### src/rtl/ats21_host.sv
// Host-side initiator for the ATS21 request interface: command FIFO, single
// outstanding transaction with busy retry and timeout, plus sticky alarm flags.
module ats21_host #(
  parameter int unsigned FIFO_DEPTH = 4,
  parameter int unsigned TIMEOUT    = 64,
  parameter int unsigned MAX_RETRY  = 3
) (
  input  logic        clk,
  input  logic        reset,
  input  logic        cmd_valid,
  output logic        cmd_ready,
  input  logic [15:0] cmd_a,
  input  logic [15:0] cmd_b,
  output logic        rsp_valid,
  output logic [1:0]  rsp_stat,
  output logic        rsp_timeout,
  output logic        busy,
  output logic        req,
  output logic [15:0] ctrlA,
  output logic [15:0] ctrlB,
  input  logic        ready,
  input  logic [1:0]  stat,
  input  logic [23:0] data,
  output logic [23:0] alarm_pending,
  input  logic [23:0] alarm_clear,
  output logic        alarm_irq
);

  localparam int unsigned AW = $clog2(FIFO_DEPTH);
  localparam int unsigned CW = AW + 1;
  localparam int unsigned TW = $clog2(TIMEOUT + 1);
  localparam int unsigned RW = (MAX_RETRY > 0) ? $clog2(MAX_RETRY + 1) : 1;
  localparam logic [1:0] STAT_OK   = 2'b00;
  localparam logic [1:0] STAT_BUSY = 2'b10;

  typedef enum logic [1:0] {ST_IDLE, ST_REQ, ST_GAP} state_e;

  state_e        state_q, state_d;
  logic [31:0]   mem_q [FIFO_DEPTH];
  logic [31:0]   mem_d [FIFO_DEPTH];
  logic [AW-1:0] wr_ptr_q, wr_ptr_d;
  logic [AW-1:0] rd_ptr_q, rd_ptr_d;
  logic [CW-1:0] cnt_q, cnt_d;
  logic [TW-1:0] tmo_q, tmo_d;
  logic [RW-1:0] retry_q, retry_d;
  logic          retry_pend_q, retry_pend_d;
  logic          req_q, req_d;
  logic [15:0]   ctrla_q, ctrla_d;
  logic [15:0]   ctrlb_q, ctrlb_d;
  logic          rsp_valid_q, rsp_valid_d;
  logic [1:0]    rsp_stat_q, rsp_stat_d;
  logic          rsp_timeout_q, rsp_timeout_d;
  logic          busy_q, busy_d;
  logic [23:0]   data_q, data_d;
  logic [23:0]   pending_q, pending_d;
  logic          fifo_empty, fifo_full, push, pop;

  always_comb begin
    fifo_empty = (cnt_q == '0);
    fifo_full  = (cnt_q == CW'(FIFO_DEPTH));
    // A full FIFO in IDLE is always popped this cycle, so the slot is free.
    cmd_ready  = !fifo_full || (state_q == ST_IDLE);
    pop        = (state_q == ST_IDLE) && !fifo_empty;
    push       = cmd_valid && cmd_ready;

    mem_d    = mem_q;
    wr_ptr_d = wr_ptr_q;
    rd_ptr_d = rd_ptr_q;
    if (push) begin
      mem_d[wr_ptr_q] = {cmd_a, cmd_b};
      wr_ptr_d        = wr_ptr_q + AW'(1);
    end
    if (pop) begin
      rd_ptr_d = rd_ptr_q + AW'(1);
    end
    cnt_d = cnt_q + CW'(push) - CW'(pop);

    state_d       = state_q;
    ctrla_d       = ctrla_q;
    ctrlb_d       = ctrlb_q;
    tmo_d         = tmo_q;
    retry_d       = retry_q;
    retry_pend_d  = retry_pend_q;
    rsp_valid_d   = 1'b0;
    rsp_stat_d    = rsp_stat_q;
    rsp_timeout_d = rsp_timeout_q;

    unique case (state_q)
      ST_IDLE: begin
        if (pop) begin
          {ctrla_d, ctrlb_d} = mem_q[rd_ptr_q];
          tmo_d              = '0;
          retry_d            = '0;
          retry_pend_d       = 1'b0;
          state_d            = ST_REQ;
        end
      end
      ST_REQ: begin
        if (ready) begin
          state_d = ST_GAP;
          if ((stat == STAT_BUSY) && (retry_q < RW'(MAX_RETRY))) begin
            retry_d      = retry_q + RW'(1);
            retry_pend_d = 1'b1;
          end else begin
            rsp_valid_d   = 1'b1;
            rsp_stat_d    = stat;
            rsp_timeout_d = 1'b0;
          end
        end else if (tmo_q == TW'(TIMEOUT - 1)) begin
          state_d       = ST_GAP;
          rsp_valid_d   = 1'b1;
          rsp_stat_d    = STAT_OK;
          rsp_timeout_d = 1'b1;
        end else begin
          tmo_d = tmo_q + TW'(1);
        end
      end
      ST_GAP: begin
        if (retry_pend_q) begin
          retry_pend_d = 1'b0;
          tmo_d        = '0;
          state_d      = ST_REQ;
        end else begin
          state_d = ST_IDLE;
        end
      end
      default: state_d = ST_IDLE;
    endcase

    req_d     = (state_d == ST_REQ);
    busy_d    = (state_d != ST_IDLE) || (cnt_d != '0);
    data_d    = data;
    pending_d = (pending_q & ~alarm_clear) | (data & ~data_q);
  end

  always_ff @(posedge clk or negedge reset) begin
    if (!reset) begin
      state_q       <= ST_IDLE;
      for (int unsigned i = 0; i < FIFO_DEPTH; i++) begin
        mem_q[i] <= '0;
      end
      wr_ptr_q      <= '0;
      rd_ptr_q      <= '0;
      cnt_q         <= '0;
      tmo_q         <= '0;
      retry_q       <= '0;
      retry_pend_q  <= 1'b0;
      req_q         <= 1'b0;
      ctrla_q       <= '0;
      ctrlb_q       <= '0;
      rsp_valid_q   <= 1'b0;
      rsp_stat_q    <= '0;
      rsp_timeout_q <= 1'b0;
      busy_q        <= 1'b0;
      data_q        <= '0;
      pending_q     <= '0;
    end else begin
      state_q       <= state_d;
      mem_q         <= mem_d;
      wr_ptr_q      <= wr_ptr_d;
      rd_ptr_q      <= rd_ptr_d;
      cnt_q         <= cnt_d;
      tmo_q         <= tmo_d;
      retry_q       <= retry_d;
      retry_pend_q  <= retry_pend_d;
      req_q         <= req_d;
      ctrla_q       <= ctrla_d;
      ctrlb_q       <= ctrlb_d;
      rsp_valid_q   <= rsp_valid_d;
      rsp_stat_q    <= rsp_stat_d;
      rsp_timeout_q <= rsp_timeout_d;
      busy_q        <= busy_d;
      data_q        <= data_d;
      pending_q     <= pending_d;
    end
  end

  assign req           = req_q;
  assign ctrlA         = ctrla_q;
  assign ctrlB         = ctrlb_q;
  assign rsp_valid     = rsp_valid_q;
  assign rsp_stat      = rsp_stat_q;
  assign rsp_timeout   = rsp_timeout_q;
  assign busy          = busy_q;
  assign alarm_pending = pending_q;
  assign alarm_irq     = |pending_q;

endmodule
### config.mk
export PLATFORM = sky130hd
export DESIGN_NAME = ats21_host
export DESIGN_NICKNAME = d
export VERILOG_FILES = /design/src/rtl/ats21_host.sv
export SDC_FILE = /design/constraint.sdc
export NUM_CORES = 1
export LEC_CHECK = 0
export CORE_UTILIZATION = 60
export CTS_CLUSTER_DIAMETER = 100
export CTS_CLUSTER_SIZE = 25
export DETAILED_ROUTE_END_ITERATION = 8
export DONT_BUFFER_PORTS = 1
export PLACE_DENSITY = 0.76
export SLEW_MARGIN = 10
export SYNTH_ARGS = -nofsm -noshare
export SYNTH_HDL_FRONTEND = slang
export SYNTH_SLANG_ARGS = --single-unit
### constraint.sdc
create_clock -name clk -period 4.48 [get_ports clk]
set_input_delay 0.672 -clock clk [delete_from_list [all_inputs] [get_ports clk]]
set_output_delay 0.672 -clock clk [all_outputs]
set_load 0.1 [all_outputs]
==> impl_metrics.json <==
{
  "die_width_um": 132,
  "final-hold-violation-count": 200,
  "ys.flop_type": "dfrtp_1",
  "grt_pass1_wl_um": 30600,
  "clock.fmax_ghz": 0.285,
  "syn_inst": 632,
  "rsz0062_at_grt": "false",
  "ys_warn_count": 0,
  "cts_buffer_depth": 3,
  "final_antenna_net_count": 0,
  "drv_slew": 0,
  "syn_nets": 727,
  "whs_ns": -0.115,
  "htreeDepth": 1,
  "vias": 5084,
  "synth_area_um2": 10200,
  "r2r_start": "cnt_q[1]$_DFF_PN0_",
  "rows": 47,
  "cts_resized": 0,
  "io-pin-count": 150,
  "setup_viol": 0,
  "status": "complete, but fails checks",
  "core_um2": 16600,
  "leakagePower_nw": 4.71,
  "synth_top_area_frac": 0.572,
  "start_kind": "register",
  "cts_tree": "built",
  "cts_post_setup_buffers_inserted": 0,
  "synthArstFlopShare": 1.00,
  "cts_sinks": 233,
  "drive_gt1_frac": 0.352,
  "grt_max_degree": 234,
  "multi_input_area_um2": 3760,
  "cts.clk_slew.worst_paths_ns": 0.10,
  "grt_pass1_vias": 5649,
  "dieArea_um2": 17500,
  "yosys.area.top_type": "dfrtp_1",
  "arrival_ns": 2.84,
  "violations": "negative hold slack",
  "overflow": 0,
  "period_minus_slack_ns": 3.51,
  "wl_per_cell_um": 22.2,
  "maxCapViolCount": 0,
  "crit_required_ns": 3.81,
  "relSlewSlack": 0.316,
  "synthTopCellsByArea": "dfrtp_1 (57%), mux2_4 (18%), mux4_2 (7.1%)",
  "gp_congestion": 0.838,
  "floorplan.initialDensity": 0.615,
  "antenna_cells": 0,
  "antenna_found_initial": 0,
  "ff2ff_setup_slack_ns": 1.95,
  "path_max_fanout": 3,
  "firstDrtPassIters": 4,
  "cts_buffers": 13,
  "place.port_buffers": 0,
  "nFillCells": 1200,
  "synth_edf_count": 0,
  "wl_um": 18600,
  "syn-mean-instance-area_um2": 16.1,
  "via_per_inst": 6.06,
  "drt_iter0_drc": 187,
  "seq_area_um2": 5830,
  "dp_slack_ns": 1.45,
  "postLayoutSetupSlackWorst_ns": 0.968,
  "setup_tns_ns": 0,
  "power_density_nw_per_um2": 852,
  "worstMarginPinSlew_ns": 1.02,
  "cts_root_buf": "clkbuf_16",
  "reg2reg_to": "busy$_DFF_PN0_",
  "nets": 713,
  "area_delta_synth_final_pct": 2.66,
  "ir_drop_mv": 0.442,
  "place_hpwl_um": 11700,
  "cp-endpoint": "alarm_irq",
  "yosysSeqAreaShare": 0.572,
  "end_kind": "output port",
  "die_h_um": 132,
  "drc": 0,
  "worstSkewPairLatency_ns": 0.47,
  "cp-startpoint": "alarm_pending[5]$_DFF_PN0_",
  "r2r_cells": 9,
  "finalCritPeriodShare": 0.784,
  "postSynthRegisterBits": 233,
  "finClkSkew_ns": 0.0250,
  "grtUsageTotal": 0.221,
  "path_class": "reg2out",
  "hold_class": "in2async",
  "synth.distinct_cells": 44
}
## worst min-delay path by stage
stage                                       endpoint  cells past startpoint
after global placement          ctrlB[5]$_DFFE_PN0P_                      0
after floorplan           alarm_pending[0]$_DFF_PN0_                      0
after detailed placement        ctrlB[9]$_DFFE_PN0P_                      0
after CTS                       ctrlB[9]$_DFFE_PN0P_                      0
after global routing            ctrlB[9]$_DFFE_PN0P_                      0
final                           ctrlB[5]$_DFFE_PN0P_                      0
## kinds of logic (layout without fill, tap and decap cells)
kind of cell | Yosys count | after routing | share of synthesized area
DFF | 233 | 233 | 0.572
muxes | 192 | 192 | 0.291
buffers and inverters | 92 | 79 | 0.0591
AOI/OAI and AO/OA | 52 | 52 | 0.0347
and+or+nand+nor | 49 | 49 | 0.0269
adders and majority gates | 9 | 9 | 0.0118
xor gates and xnor gates | 5 | 5 | 0.00429
## cell type report
type	instances	share of cell area
repair buffers	2	0.00143
multi-input cells	307	0.360
flip-flops and latches	233	0.557
clock buffers	15	0.0318
clock inverters	1	0.00191
inverters	61	0.0219
well taps	220	0.0263
## synthesized netlist by cell type, drive strengths merged, types with 2 or more instances
cell type    n
dfrtp      233
mux2       160
inv         60
mux4        32
o22ai       24
buf         23
nand2       10
nand3        9
nor4         9
clkbuf       8
ha           8
o21ai        8
nor2         5
o211ai       5
and2         4
o31ai        4
xnor2        4
nor3         3
a21oi        2
nand3b       2
o2bb2ai      2
or3          2
## per-layer routing
| layer | vias up | track usage | share of wire |
|---|---|---|---|
| met5 | - | 0 | 0 |
| met4 | 0 | 0.0504 | 0.016 |
| met3 | 23 | 0.0458 | 0.062 |
| met2 | 141 | 0.372 | 0.49 |
| met1 | 2723 | 0.299 | 0.43 |
| li1 | 2197 | - | - |
## sequential cells by signal, indices dropped and copies added (netlist names), 2 cells and up
name	cells
alarm_pending	24
cnt_q	3
ctrlA	16
ctrlB	16
data_q	24
mem_q	128
rd_ptr_q	2
retry_q	2
rsp_stat	2
state_q	2
tmo_q	7
wr_ptr_q	2
## through the flow
step,instance area [µm²],util,cells,hold slack (ns),power (mW)
after global routing,10500,0.631,839,-0.129,9.33
after floorplan,10200,-,632,0.376,7.36
final,10500,0.631,839,-0.115,8.92
after CTS,10500,0.631,839,-0.125,9.00
after global placement,10100,0.610,823,0.381,7.61
after detailed placement,10100,0.610,823,0.381,7.80
## critical path, cell delays in order, from the launching register on
cell and delay [ns]:
dfrtp_1 0.76, nor4_1 0.56, and4_1 0.30, nand3_1 0.76
## where the power goes
part	switching (mW)	leakage, nW	total (mW)	internal, mW
Sequential	2.06	2.78	5.00	2.94
Clock	0.652	0.172	1.19	0.542
Combinational	0.891	1.75	2.73	1.84
Total	3.61	4.71	8.92	5.32
## layout by cell type, fill, tap and decap left out, drive strengths merged, types with 3 or more instances in the layout
cell | synthesis | layout
nand2 | 10 | 10
nor3 | 3 | 3
inv | 60 | 62
o211ai | 5 | 5
mux4 | 32 | 32
nand3 | 9 | 9
nor2 | 5 | 5
o21ai | 8 | 8
xnor2 | 4 | 4
mux2 | 160 | 160
o31ai | 4 | 4
nor4 | 9 | 9
dfrtp | 233 | 233
clkbuf | 8 | 15
o22ai | 24 | 24
ha | 8 | 8
and2 | 4 | 4
(Power assumes the default switching activity.)
